**src/rtl/mc_pkg.sv**
```systemverilog
// Shared types and encodings for the multicycle MIPS controller: FSM states,
// opcodes, ALU operation codes and the datapath mux selects.
package mc_pkg;

   localparam int STATE_W = 4;

   typedef enum logic [STATE_W-1:0] {
      FETCH  = 4'd0,
      DECODE = 4'd1,
      MEMADR = 4'd2,
      MEMRD  = 4'd3,
      MEMWB  = 4'd4,
      MEMWR  = 4'd5,
      RTEXE  = 4'd6,
      ALUWB  = 4'd7,
      BEQEX  = 4'd8,
      BNEEX  = 4'd9,
      ADDIEX = 4'd10,
      ORIEX  = 4'd11,
      ANDIEX = 4'd12,
      IMMWB  = 4'd13,
      JEX    = 4'd14
   } state_t;

   localparam logic [5:0] OP_RTYPE = 6'b000000;
   localparam logic [5:0] OP_LW    = 6'b100011;
   localparam logic [5:0] OP_SW    = 6'b101011;
   localparam logic [5:0] OP_BEQ   = 6'b000100;
   localparam logic [5:0] OP_BNE   = 6'b000101;
   localparam logic [5:0] OP_ADDI  = 6'b001000;
   localparam logic [5:0] OP_ORI   = 6'b001101;
   localparam logic [5:0] OP_ANDI  = 6'b001100;
   localparam logic [5:0] OP_J     = 6'b000010;

   typedef enum logic [2:0] {
      ALU_ADD   = 3'b000,
      ALU_SUB   = 3'b001,
      ALU_FUNCT = 3'b010,
      ALU_OR    = 3'b011,
      ALU_AND   = 3'b100
   } aluop_t;

   localparam logic [1:0] SRCB_RT    = 2'b00;
   localparam logic [1:0] SRCB_FOUR  = 2'b01;
   localparam logic [1:0] SRCB_IMM   = 2'b10;
   localparam logic [1:0] SRCB_IMMSH = 2'b11;

   localparam logic [1:0] PC_ALU    = 2'b00;
   localparam logic [1:0] PC_ALUOUT = 2'b01;
   localparam logic [1:0] PC_JUMP   = 2'b10;

   function automatic logic op_known(input logic [5:0] op);
      return (op == OP_LW)   || (op == OP_SW)   || (op == OP_RTYPE) ||
             (op == OP_BEQ)  || (op == OP_BNE)  || (op == OP_ADDI)  ||
             (op == OP_ORI)  || (op == OP_ANDI) || (op == OP_J);
   endfunction

   // Logical immediates are zero-extended; everything else sign-extends.
   function automatic logic op_zero_ext(input logic [5:0] op);
      return (op == OP_ORI) || (op == OP_ANDI);
   endfunction

   function automatic logic is_mem_state(input state_t s);
      return (s == FETCH) || (s == MEMRD) || (s == MEMWR);
   endfunction

endpackage

```
**src/rtl/mc_outdec.sv**
```systemverilog
// Control-word decoder: maps the current FSM state (plus zero / mem_ready for the
// conditional strobes) onto the shared-datapath control signals.
module mc_outdec
   import mc_pkg::*;
(
   input  logic [3:0] state,
   input  logic [5:0] op,
   input  logic       zero,
   input  logic       mem_ready,
   output logic       mem_req,
   output logic       memwrite,
   output logic       iord,
   output logic       irwrite,
   output logic       pcen,
   output logic       regwrite,
   output logic       regdst,
   output logic       memtoreg,
   output logic       alusrca,
   output logic [1:0] alusrcb,
   output logic [1:0] pcsrc,
   output logic [2:0] aluop,
   output logic       immext,
   output logic       ill_op
);

   state_t st;
   assign st = state_t'(state);

   always_comb begin
      mem_req  = 1'b0;
      memwrite = 1'b0;
      iord     = 1'b0;
      irwrite  = 1'b0;
      pcen     = 1'b0;
      regwrite = 1'b0;
      regdst   = 1'b0;
      memtoreg = 1'b0;
      alusrca  = 1'b0;
      alusrcb  = SRCB_RT;
      pcsrc    = PC_ALU;
      aluop    = ALU_ADD;
      immext   = 1'b0;
      ill_op   = 1'b0;
      case (st)
         FETCH: begin
            mem_req = 1'b1;
            alusrcb = SRCB_FOUR;
            irwrite = mem_ready;
            pcen    = mem_ready;
         end
         DECODE: begin
            alusrcb = SRCB_IMMSH;
            ill_op  = ~op_known(op);
         end
         MEMADR: begin
            alusrca = 1'b1;
            alusrcb = SRCB_IMM;
         end
         MEMRD: begin
            mem_req = 1'b1;
            iord    = 1'b1;
         end
         MEMWB: begin
            regwrite = 1'b1;
            memtoreg = 1'b1;
         end
         MEMWR: begin
            mem_req  = 1'b1;
            iord     = 1'b1;
            memwrite = 1'b1;
         end
         RTEXE: begin
            alusrca = 1'b1;
            aluop   = ALU_FUNCT;
         end
         ALUWB: begin
            regwrite = 1'b1;
            regdst   = 1'b1;
         end
         BEQEX, BNEEX: begin
            alusrca = 1'b1;
            aluop   = ALU_SUB;
            pcsrc   = PC_ALUOUT;
            pcen    = (st == BEQEX) ? zero : ~zero;
         end
         ADDIEX, ORIEX, ANDIEX: begin
            alusrca = 1'b1;
            alusrcb = SRCB_IMM;
            aluop   = (st == ORIEX)  ? ALU_OR  :
                      (st == ANDIEX) ? ALU_AND : ALU_ADD;
            immext  = (st != ADDIEX);
         end
         // IR is still held, so the opcode tells which immediate path we came from.
         IMMWB: begin
            regwrite = 1'b1;
            immext   = op_zero_ext(op);
         end
         JEX: begin
            pcsrc = PC_JUMP;
            pcen  = 1'b1;
         end
         default: ;
      endcase
   end

endmodule

```
**src/rtl/mips_multicycle_ctrl.sv**
```systemverilog
// Multicycle MIPS control FSM with memory ready handshake and wait timeout.
// Optional MC_PERF_CNT_EN adds instret/cycles performance counters.
module mips_multicycle_ctrl
   import mc_pkg::*;
#(
   parameter int MEM_TIMEOUT = 16
) (
   input  logic        clk,
   input  logic        reset,
   input  logic [5:0]  op,
   input  logic        zero,
   input  logic        mem_ready,
   output logic        mem_req,
   output logic        memwrite,
   output logic        iord,
   output logic        irwrite,
   output logic        pcen,
   output logic        regwrite,
   output logic        regdst,
   output logic        memtoreg,
   output logic        alusrca,
   output logic [1:0]  alusrcb,
   output logic [1:0]  pcsrc,
   output logic [2:0]  aluop,
   output logic        immext,
   output logic        ill_op,
   output logic        err_timeout
`ifdef MC_PERF_CNT_EN
  ,output logic [31:0] instret
  ,output logic [31:0] cycles
`endif
);

   state_t state, state_nxt;
   logic   mem_req_raw, memwrite_raw, irwrite_raw, pcen_raw, regwrite_raw, ill_raw;
   logic   waiting, to_hit;

   always_ff @(posedge clk or posedge reset) begin
      if (reset) state <= FETCH;
      else       state <= state_nxt;
   end

   always_comb begin
      state_nxt = state;
      case (state)
         FETCH:  if (mem_ready) state_nxt = DECODE;
         DECODE: begin
            case (op)
               OP_LW, OP_SW: state_nxt = MEMADR;
               OP_RTYPE:     state_nxt = RTEXE;
               OP_BEQ:       state_nxt = BEQEX;
               OP_BNE:       state_nxt = BNEEX;
               OP_ADDI:      state_nxt = ADDIEX;
               OP_ORI:       state_nxt = ORIEX;
               OP_ANDI:      state_nxt = ANDIEX;
               OP_J:         state_nxt = JEX;
               default:      state_nxt = FETCH;
            endcase
         end
         MEMADR: state_nxt = (op == OP_LW) ? MEMRD : MEMWR;
         MEMRD:  if (mem_ready) state_nxt = MEMWB;
         MEMWR:  if (mem_ready) state_nxt = FETCH;
         RTEXE:  state_nxt = ALUWB;
         ADDIEX, ORIEX, ANDIEX: state_nxt = IMMWB;
         MEMWB, ALUWB, BEQEX, BNEEX, IMMWB, JEX: state_nxt = FETCH;
         default: state_nxt = FETCH;
      endcase
   end

   assign waiting = is_mem_state(state) && !mem_ready;

   // Timeout only reports; the FSM keeps waiting on the access.
   generate
      if (MEM_TIMEOUT > 0) begin : g_timeout
         localparam int CW = (MEM_TIMEOUT > 1) ? $clog2(MEM_TIMEOUT) : 1;
         logic [CW-1:0] wait_cnt;

         assign to_hit = waiting && (wait_cnt == CW'(MEM_TIMEOUT - 1));

         always_ff @(posedge clk or posedge reset) begin
            if (reset)
               wait_cnt <= '0;
            else if ((state_nxt != state) || !waiting || to_hit)
               wait_cnt <= '0;
            else
               wait_cnt <= wait_cnt + CW'(1);
         end
      end else begin : g_no_timeout
         assign to_hit = 1'b0;
      end
   endgenerate

   mc_outdec u_outdec (
      .state     (state),
      .op        (op),
      .zero      (zero),
      .mem_ready (mem_ready),
      .mem_req   (mem_req_raw),
      .memwrite  (memwrite_raw),
      .iord      (iord),
      .irwrite   (irwrite_raw),
      .pcen      (pcen_raw),
      .regwrite  (regwrite_raw),
      .regdst    (regdst),
      .memtoreg  (memtoreg),
      .alusrca   (alusrca),
      .alusrcb   (alusrcb),
      .pcsrc     (pcsrc),
      .aluop     (aluop),
      .immext    (immext),
      .ill_op    (ill_raw)
   );

   // Strobes are masked while reset is held so an abandoned access issues nothing.
   assign mem_req     = mem_req_raw  & ~reset;
   assign memwrite    = memwrite_raw & ~reset;
   assign irwrite     = irwrite_raw  & ~reset;
   assign pcen        = pcen_raw     & ~reset;
   assign regwrite    = regwrite_raw & ~reset;
   assign ill_op      = ill_raw      & ~reset;
   assign err_timeout = to_hit       & ~reset;

`ifdef MC_PERF_CNT_EN
   always_ff @(posedge clk or posedge reset) begin
      if (reset) begin
         instret <= 32'd0;
         cycles  <= 32'd0;
      end else begin
         cycles <= cycles + 32'd1;
         if ((state != FETCH) && (state_nxt == FETCH) && !ill_raw)
            instret <= instret + 32'd1;
      end
   end
`endif

endmodule

```
**config.mk**
```make
export PLATFORM = sky130hd
export DESIGN_NAME = mips_multicycle_ctrl
export DESIGN_NICKNAME = d
export VERILOG_FILES = /design/src/rtl/mc_pkg.sv /design/src/rtl/mc_outdec.sv /design/src/rtl/mips_multicycle_ctrl.sv
export SDC_FILE = /design/constraint.sdc
export NUM_CORES = 1
export LEC_CHECK = 0
export ABC_AREA = 1
export ABC_CLOCK_PERIOD_IN_PS = 1900
export CORE_MARGIN = 1.5
export CORE_UTILIZATION = 30
export CTS_CLUSTER_DIAMETER = 120
export CTS_CLUSTER_SIZE = 25
export DETAILED_ROUTE_END_ITERATION = 16
export GPL_TIMING_DRIVEN = 0
export HOLD_SLACK_MARGIN = 0.08
export PLACE_DENSITY_LB_ADDON = 0.1
export SLEW_MARGIN = 20
export SYNTH_ARGS = -nofsm -noshare
export SYNTH_HDL_FRONTEND = slang
export SYNTH_SLANG_ARGS = --single-unit
export TNS_END_PERCENT = 30
```
**constraint.sdc**
```tcl
create_clock -name clk -period 1.9 [get_ports clk]
set_input_delay 0.285 -clock clk [delete_from_list [all_inputs] [get_ports clk]]
set_output_delay 0.285 -clock clk [all_outputs]
set_load 0.005 [all_outputs]
```
==> key figures, run 1 <==
GRT
  – Largest net degree at the start of global routing: 11
  – Global-route wire length before repair: ~3300 um
  – Grt total ovfl: 0
  – Vias in the first global route: around 770
  – Initial antenna violation count: 0
  – GRT Overall Usage: 0.153

STA
  – Unrepaired setup endpoints after global routing: true
  – Slew headroom: 0.811
  – Slack of the critical path: -143 ps
  – Final Hold Vio Count: 0
  – Final min period: slightly above 2000 ps
  – Setup Skew: around 0.74 ps
  – Maximum clock frequency: 0.489 GHz
  – Final setup vio count: 4
  – Least-Margin Pin Slew: 284 ps
  – Final Slew Violations: 0
  – Crit share post-route: 1.08

Placed design
  – Post-placement cell area: around 1100 um2
  – RePlAce Congestion: about 0.78
  – Detail Placement HPWL: ~1600 um
  – Pre-CTS setup slack: -410 ps
  – Placed Instances: between 150 and 200
  – # port buffers: 28

Routing
  – Detailed Route WL: 2150 um
  – Vias per inst: 4.67
  – Via count: between 900 and 1,000
  – Starting DRC count in detailed routing: 10
  – DRC Markers: 0
  – DRT Pass-1 Iters: 4
  – Detailed-route wire length per cell: around 11 um
  – Post-DRT Antenna Nets: 0

Floorplan
  – Site Rows: 18
  – Effective utilization at floorplan: 0.315
  – Die footprint: between 2000 and 3000 um2
  – DIE WIDTH: between 50 and 60 um
  – Core area: 2480 um2
  – I/O pin total: 29
  – Die Y: between 50 and 60 um

Setup path
  – CP required: 1620 ps
  – Delay of the slowest cell on the worst path: about 490 ps
  – Flop2flop setup slack: 530 ps
  – Kind of critical path: reg2out
  – Arr. time, crit path: between 1500 and 2000 ps
  – Worst Path Max Fanout: 4
  – R2r startpoint: state[2]
  – Crit end category: output pin
  – Worst Reg-to-Reg Cells: 8
  – CP Launch Type: flip-flop
  – Critical path's top delay family: buffers and inverters
  – WP buf/inv: 3
  – R2r endpoint: state[2]
  – Critical path, cell by cell: inv_1, nand2_1, o21ai_0, inv_1, nand2_1, clkdlybuf4s50_1
  – Critical path's slowest cell: clkdlybuf4s50_1

Clock network
  – TritonCTS Sinks: 8
  – CTS tree: built
  – Clock Tree Root: clkbuf_4
  – Clk Latency, worst-skew pair: 250 ps
  – CTS HTree Levels: 1
  – Hold Buf Count CTS: 0
  – CTS max path bufs: 2
  – Clk pin slew, worst setup/hold paths: approximately 50 ps
  – TritonCTS Buffers: 3

Finish
  – Most frequent cells in the layout: 24 x nor2_1, 19 x nand2_1, 18 x inv_1
  – Commonest non-fill, non-tap cell in the layout: nor2_1
  – ANT cells: 0
  – Nets: about 180
  – Final cell count without fillers: between 150 and 200
  – Share of cells above drive strength 1: 0.266
  – Design Area, Final: 1240 um2
  – Syn-to-layout area delta: 59.5%

Job
  – Max cap viols: 0

Power and ir drop
  – P_int: 0.455 mW
  – Switching Share: 0.391
  – Gate power share: 0.521
  – Sw Pwr: a little under 0.3 mW
  – Tot Pwr: 0.746 mW
  – Seq pwr share: 0.309
  – PwrDens: 599 nW/um2
  – Peak VDD IR: about 0.28 mV
  – Clk pwr share: 0.170
  – Leakage: between 0.7 and 0.8 nW

Status
  – Failing checks: setup timing
  – Status: finished, violations left

Synthesis
  – Mapped Cells: 131
  – Register bit count reported by yosys: 8
  – Net Count, Synth: roughly 140
  – Ys Warns: 0
  – Main area contributors after synthesis: dfrtp_1 26%, nor2_1 15%, inv_1 11%
  – Cell taking the most area after synthesis: dfrtp_1
  – Sequential element share of the synthesized area: 0.256
  – Unique masters post-synth: 20
  – Cell Area, Synth: ~800 um2
  – Yosys top cell area share: 0.256
  – Avg Inst Size Synth: 5.96 um2

Hold path
  – Tightest Hold Check Type: in2async
cell families (layout without fill, tap and decap cells):
logic type | after synthesis | after routing | synth area share
AOI/OAI and AO/OA | 10 | 10 | 0.0737
xor gates and xnor gates | 3 | 3 | 0.0337
adders and majority gates | 1 | 1 | 0.0160
buffers and inverters | 25 | 63 | 0.120
DFF | 8 | 8 | 0.256
and+or+nand+nor | 84 | 84 | 0.500
per-layer routing:
| layer | GRT usage | vias up | wire length [um] |
|---|---|---|---|
| met4 | 0.0375 | 0 | 12 |
| li1 | - | 487 | - |
| met1 | 0.214 | 419 | 971 |
| met2 | 0.252 | 21 | 1090 |
| met5 | 0 | - | 0 |
| met3 | 0.0167 | 2 | 72 |
cells in the mapped netlist:
| cell | number |
|---|---|
| nor3b_1 | 1 |
| nor4_1 | 1 |
| nand2_2 | 4 |
| o21ai_0 | 4 |
| xor2_1 | 2 |
| o31ai_1 | 1 |
| nor2_2 | 3 |
| nor2_1 | 32 |
| nor2_4 | 3 |
| nand3_1 | 15 |
| dfrtp_1 | 8 |
| nand4_1 | 4 |
| a22oi_1 | 1 |
| inv_1 | 22 |
| a21oi_1 | 3 |
| inv_2 | 3 |
| nand2_1 | 21 |
| ha_1 | 1 |
| o21bai_1 | 1 |
| xnor2_1 | 1 |
power by group through the flow:
stage / clock, mW / combinational [mW] / sequential, mW
2_1_floorplan: 0 / 0.191 / 0.220
4_1_cts: 0.132 / 0.366 / 0.228
6_report: 0.127 / 0.389 / 0.231
5_1_grt: 0.140 / 0.433 / 0.236
3_3_place_gp: 0 / 0.321 / 0.227
3_5_place_dp: 0 / 0.322 / 0.227
stage by stage:
step	TNS [ps]	hold slack (ps)	utilization
final	-376	212	0.503
after global routing	-784	227	0.503
after CTS	-960	199	0.479
after detailed placement	-1180	449	0.443
after global placement	-1130	445	0.443
after floorplan	0	117	-
final cells by class:
type / instances / area (um2)
Tap cell: 30 / 37.5
Timing Repair Buffer: 35 / 329
Inverter: 25 / 97.6
Multi-Input combinational cell: 98 / 553
Fill cell: 274 / 1230
Clock buffer: 3 / 22.5
Sequential cell: 8 / 205
how the worst max path moves through the flow:
stage,depth (start not counted),start,to,slack [ps]
after floorplan,5,state[3],ill_op,500
after global placement,7,op[5],ill_op,-370
after detailed placement,7,op[5],ill_op,-410
after CTS,6,state[3],ill_op,-190
after global routing,6,state[2],alusrcb[1],-270
final,6,state[2],alusrcb[1],-140
sequential cells by signal, indices dropped and copies added (netlist names):
name / count
g_timeout.wait_cnt: 4
state: 4
what timing repair did:
item,CTS,global route
buffers inserted,5,2
endpoints found under the setup margin,13,16
pin swaps,3,5
gates resized for setup,28,19
hold endpoints to repair,0,0
worst register-to-register path: stages (launching register included):
cell,delay [ps]
dfrtp_2,440
nand2_2,150
inv_1,70
nand2_1,120
o21ai_0,110
inv_1,110
nand2_1,80
nor2_1,110
nand3_1,70
Note: power is estimated with default switching activity, not from simulation.
==> inputs of run 2 (changes only) <==
DONT_BUFFER_PORTS = 1   (was default)
==> run 2 against run 1 <==
Compared with the run above: the flow now finishes without violations; combinational power decreased by 42%; utilization decreased by 16 points; count of clock-buffer cells in the layout unchanged; sequential share of layout area increased by 6.9 points; critical path type unchanged; largest power group unchanged.
==> key figures, run 2 (synthesis results as in run 1) <==
Clock network
  – Clk pin slew, worst setup/hold paths: 50 ps (about the same)
  – TritonCTS Buffers: 3 (unchanged)
  – CTS tree: built (unchanged)
  – Clock Tree Root: clkbuf_4 (unchanged)
  – Clk Latency, worst-skew pair: 250 ps (about the same)
  – CTS HTree Levels: 1 (unchanged)
  – TritonCTS Sinks: 8 (unchanged)
  – CTS max path bufs: 2 (unchanged)

Routing
  – Met3 wire len: 85 um (was 72 um)
  – Vias per inst: 4.79 (was 4.67)
  – Post-route met1 wirelength: 877 um (was 971 um)
  – Detailed Route WL: 1840 um (was 2150 um)
  – Via count: 791 (was 929)
  – Post-DRT Antenna Nets: 0 (unchanged)
  – Detailed-route wire length per cell: 11.2 um (was 10.8 um)
  – DRT Pass-1 Iters: 4 (unchanged)
  – Metal2 WL: 847 um (was 1090 um)
  – Starting DRC count in detailed routing: 16 (was 10)
  – Top Layer Used: met4 (unchanged)
  – DRC Markers: 0 (unchanged)

GRT
  – GRT Overall Usage: 0.133 (was 0.153)
  – Initial antenna violation count: 0 (unchanged)
  – Global-route wire length before repair: 2820 um (was 3340 um)
  – Vias in the first global route: 702 (was 765)
  – Largest net degree at the start of global routing: 11 (unchanged)
  – Grt total ovfl: 0 (unchanged)

Placed design
  – Detail Placement HPWL: 1550 um (was 1620 um)
  – # port buffers: 0 (was 28)
  – RePlAce Congestion: 0.737 (was 0.775)

Floorplan
  – Site Rows: 18 (unchanged)
  – Core area: 2480 um2 (unchanged)
  – Effective utilization at floorplan: 0.315 (unchanged)
  – I/O pin total: 29 (unchanged)
  – Die Y: 54.0 um (unchanged)
  – Die footprint: 2920 um2 (unchanged)
  – DIE WIDTH: 54.0 um (unchanged)

Setup path
  – WP buf/inv: 1 (was 3)
  – Crit end category: output pin (unchanged)
  – Delay of the slowest cell on the worst path: 430 ps (was 490 ps)
  – Critical path's top delay family: simple AND/OR/NAND/NOR gates (was buffers and inverters)
  – Worst Path Max Fanout: 6 (was 4)
  – CP required: 1620 ps (about the same)
  – Critical path's slowest cell: dfrtp_1 (was clkdlybuf4s50_1)
  – Kind of critical path: reg2out (unchanged)
  – Critical path, cell by cell: nor2_2, inv_1, nor2_4, nand2_1, nor3b_2 (was inv_1, nand2_1, o21ai_0, inv_1, nand2_1, clkdlybuf4s50_1)
  – Arr. time, crit path: 1470 ps (was 1760 ps)
  – CP Launch Type: flip-flop (unchanged)

Power and ir drop
  – Gate power share: 0.391 (was 0.521)
  – Sw Pwr: 0.236 mW (was 0.292 mW)
  – Tot Pwr: 0.580 mW (was 0.746 mW)
  – Seq pwr share: 0.387 (was 0.309)
  – Switching Share: 0.407 (was 0.391)
  – Leakage: 0.491 nW (was 0.746 nW)
  – PwrDens: 677 nW/um2 (was 599 nW/um2)
  – Peak VDD IR: 0.237 mV (was 0.285 mV)
  – Clk pwr share: 0.222 (was 0.170)
  – P_int: 0.344 mW (was 0.455 mW)

Finish
  – Most frequent cells in the layout: 32 x nor2_1, 22 x inv_1, 21 x nand2_1 (was 24 x nor2_1, 19 x nand2_1, 18 x inv_1)
  – Nets: 148 (was 182)
  – Share of cells above drive strength 1: 0.126 (was 0.266)
  – Commonest non-fill, non-tap cell in the layout: nor2_1 (unchanged)
  – Syn-to-layout area delta: 9.62% (was 59.5%)
  – Top flop regs: g_timeout.wait_cnt: 4 flops, state: 4 flops (unchanged)
  – ANT cells: 0 (unchanged)

Hold path
  – Tightest Hold Check Type: in2reg (was in2async)

Job
  – Max cap viols: 0 (unchanged)

STA
  – Maximum clock frequency: 0.570 GHz (was 0.489 GHz)
  – Final min period: 1760 ps (was 2040 ps)
  – Final Hold Vio Count: 0 (unchanged)
  – Crit share post-route: 0.924 (was 1.08)
  – Setup Skew: 4.68 ps (was 0.743 ps)
  – Slew headroom: 0.706 (was 0.811)
  – Final Slew Violations: 0 (unchanged)
  – Setup TNS: 0 ps (was -376 ps)
  – Least-Margin Pin Slew: 439 ps (was 284 ps)
  – Unrepaired setup endpoints after global routing: false (was true)
  – Final setup vio count: 0 (was 4)

Status
  – Status: complete, no violations (was finished, violations left)
run 2: cell count changes in the layout (fill, tap and decap cells not counted), sizes merged:
cell and delta:
dlymetal6s2s -6, clkdlybuf4s50 -10, dlygate4sd3 +1, buf -8
inv +1, clkinvlp -1, dlygate4sd2 -11
run 2: power by group through the flow:
stage	clock, mW	sequential (mW)	combinational [mW]
final	0.129	0.224	0.227
after floorplan	0	0.220	0.191
after CTS	0.135	0.224	0.229
after detailed placement	0	0.227	0.226
after global placement	0	0.228	0.225
after global routing	0.145	0.227	0.267
run 2: layout make-up:
cell class	count	area, um2
Clock buffer	3	22.5
Fill cell	290	1620
Inverter	25	93.8
Tap cell	30	37.5
Timing Repair Buffer	1	10.0
Sequential cell	8	200
Multi-Input combinational cell	98	492
run 2: stage by stage:
stage / hold slack [ps] / util / cells / setup WS [ps] / area, um2
after floorplan: 117 / - / 131 / 504 / 781
after detailed placement: 168 / 0.330 / 161 / 361 / 818
after global placement: 175 / 0.330 / 161 / 345 / 818
final: 210 / 0.345 / 165 / 145 / 856
after CTS: 206 / 0.343 / 165 / 74.8 / 851
after global routing: 215 / 0.345 / 165 / 1.77 / 856
run 2: worst paths after layout:
path / start / endpoint / slack [ps] / cells after the start
hold reg to reg: g_timeout.wait_cnt[0] / g_timeout.wait_cnt[0] / 460 / 1
hold / removal: mem_ready / g_timeout.wait_cnt[1] / 210 / 3
max in group asynchronous: reset / state[2] / 1170 / 2
setup reg to reg: state[3] / state[2] / 530 / 8
setup / recovery: state[3] / ill_op / 140 / 5
min in group asynchronous: reset / g_timeout.wait_cnt[0] / 450 / 2
run 2: timing repair:
| action | in CTS | in global routing |
|---|---|---|
| setup buffers | 0 | 0 |
| hold buffers | 1 | 0 |
| gates resized for setup | 0 | 1 |
| setup endpoints to repair | 0 | 1 |
| endpoints found under the hold margin | 8 | 0 |
run 2: routing by layer:
metal,track usage,up-vias
li1,-,417
met3,0.0111,4
met5,0,-
met2,0.224,23
met4,0.0625,0
met1,0.172,347
run 2: worst register-to-register path: stages (launching register included):
cell and delay [ps]:
dfrtp_1 430, nand2_1 160, inv_1 70, nand2_1 110, o21ai_0 90, inv_1 110
nand2_1 80, nor2_1 120, nand3_1 80
==> inputs of run 3 (changes only) <==
SYNTH_HIERARCHICAL = 1   (was default)
==> run 3 against run 2 <==
Compared with the run above: routed wire length is 30% higher; register-to-register slack improved by 30 ps; sequential share of layout area down 4.1 points; final cell count up 34%; sequential power is 7% higher; count of clock-buffer cells in the layout is the same; total power rose by 27%; sequential cell count stayed put; global-route usage grew 1.1 points; critical endpoint is now err_timeout; largest cell class unchanged.
==> key figures, run 3 <==
Finish
  – Final core occ: 0.343 (was 0.345)
  – Final cell count without fillers: 221 (was 165)
  – Syn-to-layout area delta: 8.55% (was 9.62%)
  – ANT cells: 0 (unchanged)
  – Share of cells above drive strength 1: 0.113 (was 0.126)
  – Commonest non-fill, non-tap cell in the layout: nor2_1 (unchanged)
  – Top flop regs: g_timeout.wait_cnt: 4 flops, state: 4 flops (unchanged)
  – Most frequent cells in the layout: 38 x nor2_1, 35 x inv_1, 34 x nand2_1 (was 32 x nor2_1, 22 x inv_1, 21 x nand2_1)
  – Nets: 190 (was 148)

Synthesis
  – Yosys top cell area share: 0.207 (was 0.256)
  – Unique masters post-synth: 24 (was 20)
  – Dominant cell by count in the synthesized netlist: nor2_1 (unchanged)
  – Main area contributors after synthesis: dfrtp_1 21%, nor2_1 15%, inv_1 14% (was dfrtp_1 26%, nor2_1 15%, inv_1 11%)
  – EDFF count, synth: 0 (unchanged)
  – Ys Warns: 6 (was 0)
  – Largest family of logic cells by synthesized area: simple AND/OR/NAND/NOR gates (unchanged)
  – Mux share of post-synthesis cell area: 0 (unchanged)
  – Simple-gate area share of the yosys netlist: 0.531 (was 0.500)
  – Cell Area, Synth: 966 um2 (was 781 um2)
  – Adder-Cell Fraction of Synth Area: 0.0130 (was 0.0160)
  – Cell taking the most area after synthesis: dfrtp_1 (unchanged)
  – Post-Synth XOR/XNOR Area: 0.0272 (was 0.0337)
  – Mapped Cells: 174 (was 131)
  – Compound-cell area share of the yosys netlist: 0.0570 (was 0.0737)
  – Async set-reset flop share out of synthesis: 1.00 (unchanged)
  – Most frequent cells after synthesis: 39 x nor2_1, 35 x inv_1, 34 x nand2_1 (was 32 x nor2_1, 22 x inv_1, 21 x nand2_1)
  – Net Count, Synth: 185 (was 142)
  – Sequential element share of the synthesized area: 0.207 (was 0.256)
  – Register bit count reported by yosys: 8 (unchanged)
  – Post-synth top flop: dfrtp_1 (unchanged)
  – Avg Inst Size Synth: 5.55 um2 (was 5.96 um2)

Power and ir drop
  – Gate power share: 0.497 (was 0.391)
  – P_int: 0.399 mW (was 0.344 mW)
  – PwrDens: 700 nW/um2 (was 677 nW/um2)
  – Switching Share: 0.457 (was 0.407)
  – Leakage: 0.615 nW (was 0.491 nW)
  – Sw Pwr: 0.335 mW (was 0.236 mW)
  – Peak VDD IR: 0.151 mV (was 0.237 mV)
  – Seq pwr share: 0.325 (was 0.387)
  – Clk pwr share: 0.178 (was 0.222)

Clock network
  – Hold Buf Count CTS: 0 (was 1)
  – CTS max path bufs: 2 (unchanged)
  – CTS tree: built (unchanged)
  – CTS HTree Levels: 1 (unchanged)
  – Clk Latency, worst-skew pair: 250 ps (about the same)
  – Clk pin slew, worst setup/hold paths: 50 ps (about the same)
  – TritonCTS Buffers: 3 (unchanged)
  – Post-CTS Setup Bufs: 0 (unchanged)
  – CTS resizes: 0 (unchanged)
  – Clock Tree Root: clkbuf_4 (unchanged)
  – TritonCTS Sinks: 8 (unchanged)

STA
  – Final min period: 1750 ps (was 1760 ps)
  – Worst hold slack: 131 ps (was 210 ps)
  – Crit share post-route: 0.920 (was 0.924)
  – Setup Skew: 1.22 ps (was 4.68 ps)
  – Final Slew Violations: 0 (unchanged)
  – Final setup vio count: 0 (unchanged)
  – Maximum clock frequency: 0.572 GHz (was 0.570 GHz)
  – Final Hold Vio Count: 0 (unchanged)
  – Slew headroom: 0.747 (was 0.706)
  – Slack of the critical path: 153 ps (was 145 ps)
  – Least-Margin Pin Slew: 379 ps (was 439 ps)

Floorplan
  – DIE WIDTH: 59.7 um (was 54.0 um)
  – Effective utilization at floorplan: 0.316 (was 0.315)
  – Die footprint: 3570 um2 (was 2920 um2)
  – Die Y: 59.7 um (was 54.0 um)
  – I/O pin total: 29 (unchanged)
  – Core area: 3050 um2 (was 2480 um2)
  – Site Rows: 20 (was 18)

Setup path
  – Delay of the slowest cell on the worst path: 470 ps (was 430 ps)
  – Critical path, cell by cell: buf_4, inv_1, nand3_2, nand3_2, nand2_1, nor3_2 (was nor2_2, inv_1, nor2_4, nand2_1, nor3b_2)
  – Critical path's top delay family: flip-flops (was simple AND/OR/NAND/NOR gates)
  – CP Launch Type: flip-flop (unchanged)
  – Worst Path Max Fanout: 8 (was 6)
  – Arr. time, crit path: 1460 ps (was 1470 ps)
  – CP required: 1620 ps (about the same)
  – Most frequent CP cell: nand3_2
  – Worst path depth: 6 (was 5)
  – WP buf/inv: 2 (was 1)
  – Critical path's slowest cell: dfrtp_1 (unchanged)
  – Crit end category: output pin (unchanged)
  – Worst Reg-to-Reg Cells: 7 (was 8)
  – Kind of critical path: reg2out (unchanged)

Routing
  – Starting DRC count in detailed routing: 28 (was 16)
  – Vias per inst: 4.71 (was 4.79)
  – DRC Markers: 0 (unchanged)
  – Detailed Route WL: 2380 um (was 1840 um)
  – Via count: 1,042 (was 791)
  – DRT Pass-1 Iters: 4 (unchanged)
  – Detailed-route wire length per cell: 10.8 um (was 11.2 um)
  – Post-DRT Antenna Nets: 0 (unchanged)

Placed design
  – RePlAce Congestion: 0.800 (was 0.737)
  – Detail Placement HPWL: 1900 um (was 1550 um)
  – Pre-CTS setup slack: 430 ps (was 361 ps)
  – # port buffers: 0 (unchanged)
  – Placed Instances: 218 (was 161)

GRT
  – Vias in the first global route: 980 (was 702)
  – Largest net degree at the start of global routing: 11 (unchanged)
  – Grt total ovfl: 0 (unchanged)
  – Met2 Usage GRT: 0.248 (was 0.224)
  – Initial antenna violation count: 0 (unchanged)
  – GRT busiest layer: met2 (unchanged)
  – Met3 GRT Util: 0.0152 (was 0.0111)
  – GRT Overall Usage: 0.144 (was 0.133)
  – Met1 Track Usage GR: 0.186 (was 0.172)
  – Global-route wire length before repair: 4110 um (was 2820 um)

Status
  – Status: complete, no violations (unchanged)

Job
  – Max cap viols: 0 (unchanged)

Hold path
  – Tightest Hold Check Type: in2async (was in2reg)
run 3: cell count changes after synthesis, sizes merged, moves of 2 or more:
| cell | before | now |
|---|---|---|
| buf | 0 | 2 |
| o21ai | 4 | 6 |
| nand3 | 15 | 27 |
| nor2 | 38 | 42 |
| nand2 | 25 | 34 |
| inv | 25 | 38 |
run 3: cells by family (layout without fill, tap and decap cells):
group	Yosys count	after routing
and+or+nand+nor	111	111
adders and majority gates	1	1
buffers and inverters	41	44
AOI/OAI and AO/OA	10	10
xor gates and xnor gates	3	3
DFF	8	8
run 3: cell type report:
cell class              instances  area [um2]
flip-flops and latches          8         203
plain buffers                   3        16.3
multi-input cells             125         609
inverters                      38         143
fillers                       365        2000
clock buffers                   3        22.5
well taps                      44        55.1
run 3: power groups by stage:
stage | Clock, mW | Sequential, mW | Combinational [mW]
after floorplan | 0 | 0.230 | 0.300
after global placement | 0 | 0.240 | 0.353
after detailed placement | 0 | 0.240 | 0.357
after CTS | 0.135 | 0.238 | 0.359
after global routing | 0.147 | 0.247 | 0.420
final | 0.131 | 0.239 | 0.365
run 3: worst paths after layout:
kind / slack [ps] / start / end
min in group clk: 290 / mem_ready / g_timeout.wait_cnt[1]
worst min-delay path: 130 / reset / g_timeout.wait_cnt[2]
worst min register to register: 460 / g_timeout.wait_cnt[0] / g_timeout.wait_cnt[0]
max in group asynchronous: 1510 / reset / state[2]
worst max register to register: 560 / state[1] / state[2]
worst max-delay path: 150 / state[0] / err_timeout
run 3: per-stage QoR:
step	setup TNS [ps]	instance area (um2)	power, mW
after floorplan	0	966	0.530
after global placement	0	1020	0.593
after detailed placement	0	1020	0.598
after CTS	0	1040	0.731
after global routing	-0.00544	1050	0.814
final	0	1050	0.734
run 3: worst reg2reg max path, cell delays in order (launching register included):
cell	delay (ps)
dfrtp_1	450
buf_2	210
inv_2	120
nand2_1	60
nand3_1	110
nand2_1	80
nor2_1	100
nand3_1	80
run 3: routing by layer:
layer	vias to the layer above	part of all wire
li1	544	-
met1	471	0.50
met2	27	0.46
met3	0	0.042
met4	0	0
met5	-	0
